==> src/rtl/mem_access_pkg.sv <==
// Shared definitions for the byte-serial load/store unit: funct3 encodings,
// FSM state type and the size/legality decode used at request acceptance.
package mem_access_pkg;

  localparam logic [2:0] F3_B  = 3'b000;
  localparam logic [2:0] F3_H  = 3'b001;
  localparam logic [2:0] F3_W  = 3'b010;
  localparam logic [2:0] F3_BU = 3'b100;
  localparam logic [2:0] F3_HU = 3'b101;

  typedef enum logic [1:0] {
    IDLE  = 2'd0,
    ISSUE = 2'd1,
    DRAIN = 2'd2,
    RESP  = 2'd3
  } mem_state_t;

  // Byte count of an access; funct3[1:0] == 11 is always illegal, so its value is unused.
  function automatic logic [2:0] access_size(input logic [2:0] funct3);
    case (funct3[1:0])
      2'b00:   return 3'd1;
      2'b01:   return 3'd2;
      default: return 3'd4;
    endcase
  endfunction

  function automatic logic is_legal(input logic write, input logic [2:0] funct3);
    if (write) begin
      return (funct3 == F3_B) || (funct3 == F3_H) || (funct3 == F3_W);
    end
    return (funct3 == F3_B) || (funct3 == F3_H) || (funct3 == F3_W) ||
           (funct3 == F3_BU) || (funct3 == F3_HU);
  endfunction

endpackage

==> src/rtl/load_extend.sv <==
// Sign/zero extension of an assembled little-endian load word according to funct3.
module load_extend
  import mem_access_pkg::*;
(
  input  logic [31:0] word,
  input  logic [2:0]  funct3,
  output logic [31:0] result
);

  always_comb begin
    result = word;
    case (funct3)
      F3_B:    result = {{24{word[7]}}, word[7:0]};
      F3_H:    result = {{16{word[15]}}, word[15:0]};
      F3_BU:   result = {24'h000000, word[7:0]};
      F3_HU:   result = {16'h0000, word[15:0]};
      default: result = word;
    endcase
  end

endmodule

==> src/rtl/byte_mem_access_unit.sv <==
// Serialises one load/store request into 1/2/4 little-endian byte accesses on an
// 8-bit memory port and returns the extended load result with a done pulse.
module byte_mem_access_unit
  import mem_access_pkg::*;
#(
  parameter int ADDR_WIDTH = 17
) (
  input  logic                  clk,
  input  logic                  rst,
  input  logic                  req_valid,
  output logic                  req_ready,
  input  logic                  mem_write,
  input  logic [2:0]            mem_src,
  input  logic [31:0]           addr,
  input  logic [31:0]           wdata,
  output logic [31:0]           rdata,
  output logic                  done,
  output logic                  err,
  output logic [ADDR_WIDTH-1:0] bmem_addr,
  output logic [7:0]            bmem_wdata,
  output logic                  bmem_we,
  output logic                  bmem_re,
  input  logic [7:0]            bmem_rdata,
  output mem_state_t            state
);

  // Handshake: a request transfers on a rising edge where req_valid && req_ready;
  // req_ready is high only in IDLE and the requester must hold its fields until then.

  mem_state_t            state_next;
  logic [ADDR_WIDTH-1:0] base_q;
  logic [31:0]           wdata_q;
  logic                  write_q;
  logic [2:0]            f3_q;
  logic [2:0]            size_q;
  logic [1:0]            idx_q;
  logic                  illegal_q;
  logic                  pend_q;
  logic [1:0]            pend_lane_q;
  logic [31:0]           word_q;
  logic [31:0]           assembled;
  logic [31:0]           ext_word;
  logic                  accept;
  logic                  req_legal;
  logic                  issuing;
  logic                  last_byte;
  logic                  unused_addr_bits;

  assign unused_addr_bits = ^addr[31:ADDR_WIDTH];

  assign accept    = req_valid && req_ready;
  assign req_legal = is_legal(mem_write, mem_src);
  assign issuing   = (state == ISSUE);
  assign last_byte = ({1'b0, idx_q} == (size_q - 3'd1));

  always_comb begin
    state_next = state;
    case (state)
      IDLE:    if (accept) state_next = req_legal ? ISSUE : RESP;
      ISSUE:   if (last_byte) state_next = write_q ? RESP : DRAIN;
      DRAIN:   state_next = RESP;
      RESP:    state_next = IDLE;
      default: state_next = IDLE;
    endcase
  end

  always_comb begin
    req_ready  = (state == IDLE);
    done       = (state == RESP);
    err        = (state == RESP) && illegal_q;
    bmem_we    = issuing && write_q;
    bmem_re    = issuing && !write_q;
    bmem_addr  = '0;
    bmem_wdata = 8'h00;
    if (issuing) begin
      bmem_addr = base_q + ADDR_WIDTH'(idx_q);
    end
    if (bmem_we) begin
      bmem_wdata = wdata_q[{idx_q, 3'b000} +: 8];
    end
  end

  // The byte read in the previous cycle is merged here so the DRAIN edge sees the full word.
  always_comb begin
    assembled = word_q;
    if (pend_q) begin
      assembled[{pend_lane_q, 3'b000} +: 8] = bmem_rdata;
    end
  end

  load_extend u_load_extend (
    .word   (assembled),
    .funct3 (f3_q),
    .result (ext_word)
  );

  always_ff @(posedge clk) begin
    if (rst) begin
      state       <= IDLE;
      base_q      <= '0;
      wdata_q     <= 32'h0;
      write_q     <= 1'b0;
      f3_q        <= 3'b000;
      size_q      <= 3'd1;
      idx_q       <= 2'd0;
      illegal_q   <= 1'b0;
      pend_q      <= 1'b0;
      pend_lane_q <= 2'd0;
      word_q      <= 32'h0;
      rdata       <= 32'h0;
    end else begin
      state       <= state_next;
      pend_q      <= issuing && !write_q;
      pend_lane_q <= idx_q;
      if (pend_q) begin
        word_q <= assembled;
      end
      if (issuing) begin
        idx_q <= idx_q + 2'd1;
      end
      if (accept) begin
        base_q    <= addr[ADDR_WIDTH-1:0];
        wdata_q   <= wdata;
        write_q   <= mem_write;
        f3_q      <= mem_src;
        size_q    <= access_size(mem_src);
        idx_q     <= 2'd0;
        illegal_q <= !req_legal;
        word_q    <= 32'h0;
        if (!req_legal) begin
          rdata <= 32'h0;
        end
      end
      if (state == DRAIN) begin
        rdata <= ext_word;
      end
    end
  end

endmodule

==> config.mk <==
export PLATFORM = sky130hd
export DESIGN_NAME = byte_mem_access_unit
export DESIGN_NICKNAME = d
export VERILOG_FILES = /design/src/rtl/mem_access_pkg.sv /design/src/rtl/load_extend.sv /design/src/rtl/byte_mem_access_unit.sv
export SDC_FILE = /design/constraint.sdc
export NUM_CORES = 1
export LEC_CHECK = 0
export BUFFER_PORTS_ARGS = -buffer_cell sky130_fd_sc_hd__buf_2
export CAP_MARGIN = 15
export CORE_ASPECT_RATIO = 1.5
export CORE_UTILIZATION = 30
export CTS_BUF_LIST = sky130_fd_sc_hd__clkbuf_16
export DETAILED_ROUTE_END_ITERATION = 8
export SETUP_SLACK_MARGIN = 0.3
export SLEW_MARGIN = 30
export SYNTH_ARGS = -nofsm -noshare
export SYNTH_HDL_FRONTEND = slang
export SYNTH_SLANG_ARGS = --single-unit
==> constraint.sdc <==
create_clock -name clk -period 4.2 [get_ports clk]
set_input_delay 0.42 -clock clk [delete_from_list [all_inputs] [get_ports clk]]
set_output_delay 0.42 -clock clk [all_outputs]
set_load 0.05 [all_outputs]
==> results list <==
- FFs w/ async S/R, synth: 0%
* Num Clock Sinks: 128
- Pin count of the biggest net entering global routing: 64
- Worst slew margin relative to its limit: 49.82%
- The floorplan step set the die height to 166.2 um.
* Number of max-slew violations in the final report: 0
- Summing the sequential cell areas from Yosys gives a little under half of the chip area.
- The final layout contains 802 nets.
- Total global routing overflow: 0
- The initialized floorplan defines 59 standard-cell rows.
* Initial drt markers: 302
- Synthesis produced a netlist with a net count of between 600 and 700.
- Count of hold-fix buffers inserted at cts: 0
- Boundary pin count: between 100 and 150
- Number of levels the H-tree was split into: 4
* Proportion of layout cells with a drive suffix above 1: 25.83%
* Routed via count: ~4500
* Post-CTS clock slew at the launch and capture registers of the worst setup and hold paths: 0.06 ns
* Area of the multi-input gates: 2619 um2
* Number of synthesized register bits: 128
- Commonest register cell after synthesis: dfxtp_1
* MaxCap Viol Count: 0
- The core region is 17500 um2.
- Largest fanout of any net on the critical path: 11
- Largest voltage drop on the vdd net: 0.3409 mV
- After layout, the minimum clock period comes to 3.199 ns.
- The run finished, with violations left.
- The worst setup path is launched from a flip-flop.
* Cell area after technology mapping: 5389 um2
- For the final routed database, the setup TNS stands at 0 ns.
- Data required time of the worst path: 3.78 ns
- The initial antenna violation count is 0.
- Fill cells: 1798
* Highest attainable clock frequency: 312.6 MHz
- Total Routed Length: around 14000 um
* Effective utilization at floorplan: 30.80%
- After detailed routing, the average wire length per cell comes to 14.66 um.
- TritonCTS built the clock tree.
* Lkg Pwr: 0.002880 uW
* Crit path arrival time: 2.78 ns
- Using the TritonRoute via totals, the vias-per-cell ratio works out to 4.808.
* Vias in the first global route: 4400
- Routability-driven placement congestion ratio: 0.7549
- The sequential cells in the finished layout cover a total of 2562 um2.
- For this run, the number of Yosys warnings is 0.
- Horiz. Die Dim: 111.4 um
* Post-DRT Antenna Nets: 0
- Final HPWL from detailed placement: a little under 10000 um
* Worst hold path class: input pin to flip-flop
* Iteration count of the initial detailed-routing pass: 7
- All-Layer GR Usage: 15.64%
- Post CTS Setup Buffer Count: 0
- Yosys mapped a number of flops with a built-in enable equal to 0.
- Buffers placed on the I/O ports in this run total 127.
- The clock arrives with 0.008011 ns of skew.
- Type of destination of the critical path: primary output
* Dpl ws: between 1 and 1.5 ns
- Each instance of the synthesized netlist takes up on average 9.057 um2.
- The critical path in this run is classified as flip-flop to primary output.
- The tree is rooted in a clkbuf_16.
* Power per cell area: just under 600 nW/um2
* Final worst path period share: 76.16%
- Instance count of the mapped netlist: approximately 600
- The worst path meets setup with 1.001 ns of slack.
* Clock latency on the worst-skew pair: between 0.4 and 0.5 ns
- Setup repair after global routing left no endpoint under its margin.
- In this run, post-CTS repair resized a total of 0 instances.
- Area grow syn2layout: 27.30%
- Number of antenna diodes: 0
- The first global-routing pass estimated 22390 um of wire.
- Number of clock buffers inserted by TritonCTS: 17
- DRC errors left: 20
- The longest clock path from root to sink contains 2 buffers.
* Slew of the pin with the lowest slew margin: about 0.75 ns
- Violated checks: DRC
- Setup violations remaining at the end of the flow were counted as 0.
- The floorplan step defined a die boundary enclosing around 19000 um2.
- Distinct cells, synth: 55
- Hold violation total from the final report: 0
-- layout make-up --
| type | instances | share of cell area, % |
|---|---|---|
| well taps | 213 | 3.885 |
| multi-input cells | 415 | 38.17 |
| clock inverters | 15 | 3.483 |
| inverters | 14 | 0.7660 |
| flip-flops and latches | 128 | 37.35 |
| clock buffers | 17 | 6.201 |
| repair buffers | 135 | 10.14 |
-- routing by layer --
layer	global-route usage [%]	vias up	routed length, um
li1	-	2299	-
met1	17.60	2072	5760
met2	27.42	113	7000
met3	4.562	21	693
met4	6.404	0	280
met5	0	-	0
-- logic make-up after synthesis --
family,Yosys count,share of synthesized area [%]
XOR/XNOR,16,2.600
buffers and inverters,52,4.156
multiplexers,9,3.529
adder cells (fa/ha/maj),12,2.925
flip-flops,128,47.55
AND/OR/NAND/NOR,238,20.69
AO/OA/AOI/OAI,140,18.55
-- final timing paths --
path	cells after the start	endpoint	start	slack, ns
setup / recovery	7	bmem_addr[15]	idx_q[1]	1.00
hold / removal	3	wdata_q[24]	wdata[24]	0.23
setup reg to reg	6	rdata[28]	pend_lane_q[0]	1.70
hold reg to reg	2	illegal_q	illegal_q	0.45
-- stage by stage --
stage	area, um2	util [%]	power (uW)	cells	hold slack [ns]
5_1_grt	6860	39.21	4331	937	0.2150
4_1_cts	6860	39.21	4155	937	0.2062
6_report	6860	39.21	4092	937	0.2327
3_5_place_dp	6196	35.41	2474	905	0.4431
2_1_floorplan	5389	-	2204	595	0.4317
3_3_place_gp	6196	35.41	2460	905	0.4381
-- power by group --
| group | total (uW) | internal (uW) | switching (uW) |
|---|---|---|---|
| Sequential | 1450 | 1350 | 98.1 |
| Combinational | 982 | 295 | 688 |
| Clock | 1660 | 1110 | 550 |
-- layout by cell type (no fill, tap or decap), drive strengths merged, types with 11 or more instances in the layout --
master / synthesis / final
a21oi: 62 / 62
a221o: 16 / 16
a22o: 16 / 16
and2: 21 / 21
buf: 10 / 135
clkbuf: 28 / 17
dfxtp: 128 / 128
ha: 11 / 11
inv: 13 / 15
nand2: 123 / 123
nor2: 45 / 45
nor2b: 19 / 19
xnor2: 12 / 12
-- registers in the layout, indices dropped and copies added, names as in the netlist --
signal and cells:
rdata 32, wdata_q 32, word_q 32, base_q 17, f3_q 3, size_q 3, idx_q 2, pend_lane_q 2
state 2, illegal_q 1, pend_q 1, write_q 1
-- synthesized netlist by cell type, drive strengths merged, types with 10 or more instances --
cell type | count | area share (%)
and2 | 21 | 2.4
a21oi | 62 | 5.8
a221o | 16 | 3.0
nand2 | 123 | 8.6
buf | 10 | 1.2
inv | 13 | 0.91
nor2 | 45 | 3.1
nor2b | 19 | 2.2
dfxtp | 128 | 48
ha | 11 | 2.6
xnor2 | 12 | 2.0
clkbuf | 28 | 2.0
a22o | 16 | 2.6
-- worst max-delay path, stage by stage, from the launching register on --
cell and delay (ns):
dfxtp_1 0.29, buf_4 0.20, ha_1 0.30, a21oi_1 0.14
or4_4 0.58, or3_1 0.32, a21oi_1 0.22, buf_2 0.32
Note: power is estimated with default switching activity, not from simulation.
